[config.mk]
export PLATFORM = sky130hd
export DESIGN_NAME = mem_wb_stage
export DESIGN_NICKNAME = d
export VERILOG_FILES = /design/src/rtl/mem_wb_stage.sv
export SDC_FILE = /design/constraint.sdc
export NUM_CORES = 2
export LEC_CHECK = 0
export CORE_ASPECT_RATIO = 0.6
export CORE_UTILIZATION = 40
export CTS_BUF_LIST = sky130_fd_sc_hd__clkbuf_4
export CTS_CLUSTER_DIAMETER = 50
export DETAILED_ROUTE_END_ITERATION = 7
export SYNTH_ARGS = -nofsm -noshare
export SYNTH_HDL_FRONTEND = slang
export SYNTH_SLANG_ARGS = --single-unit
export TNS_END_PERCENT = 100
[constraint.sdc]
create_clock -name clk -period 55.1 [get_ports clk]
set_input_delay 13.775 -clock clk [delete_from_list [all_inputs] [get_ports clk]]
set_output_delay 13.775 -clock clk [all_outputs]
set_load 0.03 [all_outputs]
[src/rtl/mem_wb_stage.sv]
// mem_wb_stage: MEM/WB pipeline register, writeback select, 32x32 register
// file with write-through bypass, forwarding export and sticky halt.
// Optional retire/load statistics counters are enabled by defining
// MEM_WB_STATS_EN; without it the counter ports and logic are absent.
module mem_wb_stage #(
    parameter int DATA     = 32,
    parameter int REG_ADDR = 5,
    parameter int NUM_REGS = 32
) (
    input  logic                clk,
    input  logic                reset,
    input  logic                mem_valid_i,
    input  logic [DATA-1:0]     mem_data_i,
    input  logic [DATA-1:0]     alu_result_i,
    input  logic [REG_ADDR-1:0] rd_i,
    input  logic                reg_write_i,
    input  logic                mem_to_reg_i,
    input  logic                halt_i,
    input  logic                stall_i,
    input  logic                flush_i,
    input  logic [REG_ADDR-1:0] rs_addr_i,
    input  logic [REG_ADDR-1:0] rt_addr_i,
    output logic [DATA-1:0]     rs_data_o,
    output logic [DATA-1:0]     rt_data_o,
    output logic                wb_valid_o,
    output logic                wb_we_o,
    output logic [REG_ADDR-1:0] wb_rd_o,
    output logic [DATA-1:0]     wb_data_o,
    output logic                halted_o
`ifdef MEM_WB_STATS_EN
    ,
    output logic [31:0]         retired_count_o,
    output logic [31:0]         load_count_o
`endif
);

    // MEM/WB register fields
    logic                valid_q, valid_d;
    logic                reg_write_q, reg_write_d;
    logic                halt_q, halt_d;
    logic [REG_ADDR-1:0] rd_q, rd_d;
    logic [DATA-1:0]     data_q, data_d;
    // Set once the entry in WB has had its single commit cycle
    logic                retired_q, retired_d;
    logic                halted_q, halted_d;

    // Register file storage; entry 0 is never written
    logic [DATA-1:0]     rf_q [NUM_REGS];

    // The entry in WB commits during this cycle (first valid cycle, not frozen)
    logic                retire_evt;
    logic                we;

    assign retire_evt = valid_q & ~retired_q & ~halted_q;
    // A HALT entry never writes a register, even if reg_write is set
    assign we         = retire_evt & reg_write_q & ~halt_q & (rd_q != '0);

    // Next-state for the pipeline register: freeze > flush > stall > capture
    always_comb begin
        valid_d     = valid_q;
        reg_write_d = reg_write_q;
        halt_d      = halt_q;
        rd_d        = rd_q;
        data_d      = data_q;
        retired_d   = retired_q;
        halted_d    = halted_q | (retire_evt & halt_q);
        if (!halted_q) begin
            if (flush_i) begin
                valid_d   = 1'b0;
                retired_d = 1'b0;
            end else if (stall_i) begin
                retired_d = retired_q | valid_q;
            end else begin
                valid_d     = mem_valid_i;
                reg_write_d = reg_write_i;
                halt_d      = halt_i;
                rd_d        = rd_i;
                data_d      = mem_to_reg_i ? mem_data_i : alu_result_i;
                retired_d   = 1'b0;
            end
        end
    end

    // Pipeline register, retire flag and sticky halt state
    always_ff @(posedge clk or posedge reset) begin
        if (reset) begin
            valid_q     <= 1'b0;
            reg_write_q <= 1'b0;
            halt_q      <= 1'b0;
            rd_q        <= '0;
            data_q      <= '0;
            retired_q   <= 1'b0;
            halted_q    <= 1'b0;
        end else begin
            valid_q     <= valid_d;
            reg_write_q <= reg_write_d;
            halt_q      <= halt_d;
            rd_q        <= rd_d;
            data_q      <= data_d;
            retired_q   <= retired_d;
            halted_q    <= halted_d;
        end
    end

    // One register per file entry, written when the committing entry targets it
    generate
        for (genvar gi = 0; gi < NUM_REGS; gi++) begin : g_rf
            always_ff @(posedge clk or posedge reset) begin
                if (reset) begin
                    rf_q[gi] <= '0;
                end else if (we && (rd_q == REG_ADDR'(gi))) begin
                    rf_q[gi] <= data_q;
                end
            end
        end
    endgenerate

    // Read port A: R0 is zero, bypass the in-flight write, else the array
    always_comb begin
        rs_data_o = '0;
        if (rs_addr_i != '0) begin
            if (we && (rs_addr_i == rd_q)) begin
                rs_data_o = data_q;
            end else begin
                rs_data_o = rf_q[rs_addr_i];
            end
        end
    end

    // Read port B: same rules as port A
    always_comb begin
        rt_data_o = '0;
        if (rt_addr_i != '0) begin
            if (we && (rt_addr_i == rd_q)) begin
                rt_data_o = data_q;
            end else begin
                rt_data_o = rf_q[rt_addr_i];
            end
        end
    end

    assign wb_valid_o = valid_q;
    assign wb_we_o    = we;
    assign wb_rd_o    = rd_q;
    assign wb_data_o  = data_q;
    assign halted_o   = halted_q;

`ifdef MEM_WB_STATS_EN
    logic        mem_to_reg_q;
    logic [31:0] retired_count_q;
    logic [31:0] load_count_q;

    // Load flag of the WB entry, tracked only for the load counter
    always_ff @(posedge clk or posedge reset) begin
        if (reset) begin
            mem_to_reg_q <= 1'b0;
        end else if (!halted_q && !flush_i && !stall_i) begin
            mem_to_reg_q <= mem_to_reg_i;
        end
    end

    // Count each entry exactly once, at its commit cycle
    always_ff @(posedge clk or posedge reset) begin
        if (reset) begin
            retired_count_q <= '0;
            load_count_q    <= '0;
        end else if (retire_evt) begin
            retired_count_q <= retired_count_q + 32'd1;
            if (mem_to_reg_q) begin
                load_count_q <= load_count_q + 32'd1;
            end
        end
    end

    assign retired_count_o = retired_count_q;
    assign load_count_o    = load_count_q;
`endif

endmodule

After elaboration in Yosys (flattened, before gate mapping)
Cells that the tools add are included.
Operators by class
  order comparisons: 2
  equal/unequal tests: 34
  muxes and demuxes: 15
  bitwise operators: 15
  reductions and logical operators: 40
Operators by type and width (number)
  $bmux W32 S5: 2
  $mux W32: 9
  $eq A5 B5 Y1 const B: 16
  $eq A5 B4 Y1 const B: 8
  $logic_and A1 B1 Y1: 34
  $eq A5 B3 Y1 const B: 4
  $reduce_bool A5 Y1: 3
  $ge A6 B6 Y1 const B: 2
  $not A5 Y6: 2
  $eq A5 B2 Y1 const B: 2
  $eq A5 B5 Y1: 2
  $and A1 B1 Y1: 6
  $eq A5 B1 Y1 const B: 1
  $logic_not A5 Y1: 1
  $not A1 Y1: 5
  $mux W1: 4
  $reduce_and A3 Y1: 1
  $ne A2 B1 Y1 const B: 1
  $or A1 B1 Y1: 2
  $reduce_and A2 Y1: 1
Word-level totals
  register bits after elaboration: 1066
  bits of input ports: 87
  output and inout port bits: 104
  word-level logic and storage cells: 145

Longest topological paths before layout
  depth after elaboration: 9
  mapped depth: 10

Least setup slack after synthesis
Ideal clock, no wire load.
  path type: input port to output port
  from: input port rs_addr_i[1]
  to: output port rs_data_o[16]
  arrival time: 15.764 ns
  data required time: 41.325 ns
  slack: 25.561 ns
  stages on the path: 8
  buffers on the path: 3
  cells stage by stage: buf_2 > buf_2 > buf_2 > nor2_1 > a221o_1 > o32ai_1 > nor3_1 > o31ai_1
On the way
  longest elaborated chain between the ends: 6
  elaborated cells between the ends (all ways): 9
  classes of those cells: eq/ne: 1; mux: 5; bitwise: 1; reduce/logical: 2
Ends and longest elaborated chain
  start, declared: RTL line 21  | input logic [REG_ADDR-1:0] rs_addr_i,
  $not A5 Y6 (implied by the code): RTL line 125  | rs_data_o = rf_q[rs_addr_i];
  $bmux W32 S5: RTL line 125
  $mux W32 (implied by the code) (2 in series): RTL line 125
  $mux W32: RTL line 122  | if (we && (rs_addr_i == rd_q)) begin
  $mux W32 *: RTL line 121  | if (rs_addr_i != '0) begin
  end, declared: RTL line 23  | output logic [DATA-1:0] rs_data_o,
Mark *: on every way between the ends. The rest lies on a longest branch, timed or not. The select of a mux whose other input is x is not followed.

Final worst setup path
  from: input port rs_addr_i[0]
  to: output port rs_data_o[30]
Same word-level chain as after synthesis.

==> impl_metrics.py <==
metrics = {
    "status": {
        "outcome": "finished, violations left",
        "violations": "max-capacitance violations",
    },
    "global_routing": {
        "antenna_found_initial": 3,
        "overflow": 0,
        "grt_max_degree": 165,
        "track_usage_pct": 27.66,
        "grt_pass1_vias": 38340,
        "grt_pass1_wl_um": 289600,
    },
    "job": {
        "drv_cap": 1,
    },
    "sta": {
        "skew_ns": 0.07784,
        "fin_crit_sh_pct": 58.33,
        "hold_viol_final": 0,
        "relSlewSlack_pct": 0.9916,
        "fin_hold_ws_ns": 0.3968,
        "setup-tns-final_ns": 0,
        "rsz0062_at_grt": "false",
        "drv_slew": 0,
        "fin_crit_ns": 32.14,
        "worst_slew_pin_slew_ns": 1.480,
        "setup_viol": 0,
        "timing.fmax_mhz": 31.11,
    },
    "floorplan": {
        "die_w_um": 491.1,
        "die_h_um": 295.4,
        "core-area_um2": 142200,
        "fp-row-count": 107,
        "io_pins": 191,
        "dieArea_um2": 145100,
        "initial_core_util_pct": 40.37,
    },
    "routing": {
        "drt-pass1-iter-count": 5,
        "antenna_left": 0,
        "drt_wl_total_um": 199800,
        "drtIter0Drc": 4117,
        "vias": 38770,
        "drc": 0,
        "wl_per_cell_um": 32.35,
        "drt-vias-per-instance": 6.277,
    },
    "critical_path": {
        "worstSetupStartpointType": "input pin",
        "worstPathMaxFanout": 72,
        "end_kind": "primary output",
        "cp-startpoint": "rs_addr_i[0]",
        "required_ns": 41.33,
        "rr_startpoint": "halted_o",
        "critPathArrivalTime_ns": 18.37,
        "critPathKind": "input pin to primary output",
    },
    "cells_and_area": {
        "fin_nets": 4195,
        "layout-drive-gt1-share_pct": 48.28,
        "area_growth_pct": 11.24,
        "utilization_pct": 44.91,
        "instances_no_fill": 6177,
    },
    "synthesis": {
        "synth_seq_cells": 1066,
        "syn_inst": 3961,
        "seq_area_frac_synth_pct": 46.47,
        "synth_top_family_by_area": "multiplexers",
        "synth-compound-area-share_pct": 3.575,
        "syn-num-nets": 4048,
        "synthMuxAreaShare_pct": 43.48,
        "synth_area_leaders": "dfrtp_1 (46%), mux2_2 (20%), mux4_2 (17%)",
        "ys_types": 59,
        "synthTopCellsByCount": "dfrtp_1 (1066), mux2_2 (1034), mux4_2 (445)",
        "yosys.area_share.simple_pct": 2.463,
        "synthFlopType": "dfrtp_1",
        "synth-xor-area-share_pct": 0.1373,
        "avgSynthCellArea_um2": 14.49,
        "synth_edf_count": 0,
        "ys_async_sr_fraction_pct": 100.0,
        "netlist.area_leader.share_pct": 46.47,
        "yosysWarnings": 0,
        "synth_most_common_cell": "dfrtp_1",
        "synth_top_area_cell": "dfrtp_1",
        "synthAdderAreaFrac_pct": 0,
        "synthesis.area_um2": 57400,
    },
    "clocking": {
        "path_clk_slew_ns": 0.07,
        "cts_tree": "yes",
        "cts_root_buf": "clkbuf_4",
        "clock_latency_ns": 1.20,
        "cts_buffer_depth": 4,
        "cts_hold_buf": 0,
        "cts_sinks": 1066,
        "cts_buffers": 288,
        "htree_levels": 5,
        "post_cts_resized": 0,
        "cts_setup_buffers": 0,
    },
    "min_path": {
        "min_from": "rf_q[1015]",
        "hp-class": "flip-flop to flip-flop",
    },
    "pwr": {
        "power.total_uw": 2068,
        "p_leak_uw": 0.02984,
        "vdd_drop_max_v": 0.00002290,
        "power_density_nw_per_um2": 32.39,
    },
    "place": {
        "portBuffers": 190,
        "dp_hpwl_um": 117000,
        "placed_cells": 5725,
        "place_congestion": 0.8150,
    },
}
==> state kept, by name, summed over array words and instances, names as in the netlist <==
name,flops
halt_q,1
wb_rd_o,5
rf_q,1024
halted_o,1
retired_q,1
reg_write_q,1
wb_data_o,32
wb_valid_o,1
==> worst max-delay path, cell delays in order <==
cell and delay, ns:
buf_8 0.52, buf_4 0.71, buf_12 0.51, mux4_2 0.58, mux2i_1 0.22, o22ai_1 0.18, nor3_1 0.83, nor3_1 0.15
clkdlybuf4s50_1 0.66
==> stage by stage <==
step                      setup slack (ns)  cell area, um^2
final                                22.96            63860
after global routing                 22.83            63860
after CTS                            22.95            63850
after detailed placement             22.97            60650
after global placement               22.98            60650
after floorplan                      11.32            57400
==> metal layers <==
layer | global-route usage, % | vias up | wire length [um]
met5 | 0 | - | 0
met4 | 8.640 | 0 | 4833
met3 | 7.200 | 344 | 18180
met2 | 38.35 | 1800 | 83830
met1 | 41.88 | 21040 | 92990
li1 | - | 15590 | -
==> kinds of logic after synthesis <==
| kind of cell | Yosys count |
|---|---|
| AOI/OAI and AO/OA | 326 |
| and+or+nand+nor | 305 |
| muxes | 1797 |
| DFF | 1066 |
| buffers and inverters | 458 |
| xor gates and xnor gates | 9 |
==> cell type report <==
| type | instances | area [um^2] |
|---|---|---|
| well taps | 1907 | 2386 |
| flip-flops and latches | 1066 | 26680 |
| clock inverters | 56 | 242.7 |
| fillers | 12740 | 78320 |
| diodes | 3 | 7.507 |
| repair buffers | 307 | 2855 |
| inverters | 8 | 40.04 |
| clock buffers | 393 | 2950 |
| multi-input cells | 2437 | 28700 |
==> cell usage in the layout, fill, tap and decap left out, types with 14 or more instances in the layout <==
cell,netlist,final
mux2_1,47,47
o21ai_0,33,33
mux2_2,1034,1034
a2bb2oi_1,20,20
nand2_1,52,36
nand2_2,0,14
nor3_1,65,64
dfrtp_1,1066,1066
mux4_2,445,445
nor2_1,141,132
a22oi_1,43,43
buf_4,59,114
o22ai_1,113,113
clkbuf_4,0,393
a21oi_1,95,95
clkinv_1,1,45
mux2i_1,268,268
clkdlybuf4s50_1,0,181
==> final timing paths <==
kind / cells after the start / slack, ns / to
setup / recovery: 9 / 22.96 / rs_data_o[30]
setup reg to reg: 7 / 51.14 / rf_q[498]
min in group asynchronous: 2 / 13.13 / wb_rd_o[1]
max in group asynchronous: 6 / 38.11 / rf_q[626]
hold / removal: 0 / 0.40 / rf_q[1015]
hold reg to reg: 0 / 0.40 / rf_q[1015]
==> where the power goes <==
part	switching, uW	internal, uW
logic	282	178
registers	83.5	852
clock network	342	331
Power figures use the tool's default switching activity.
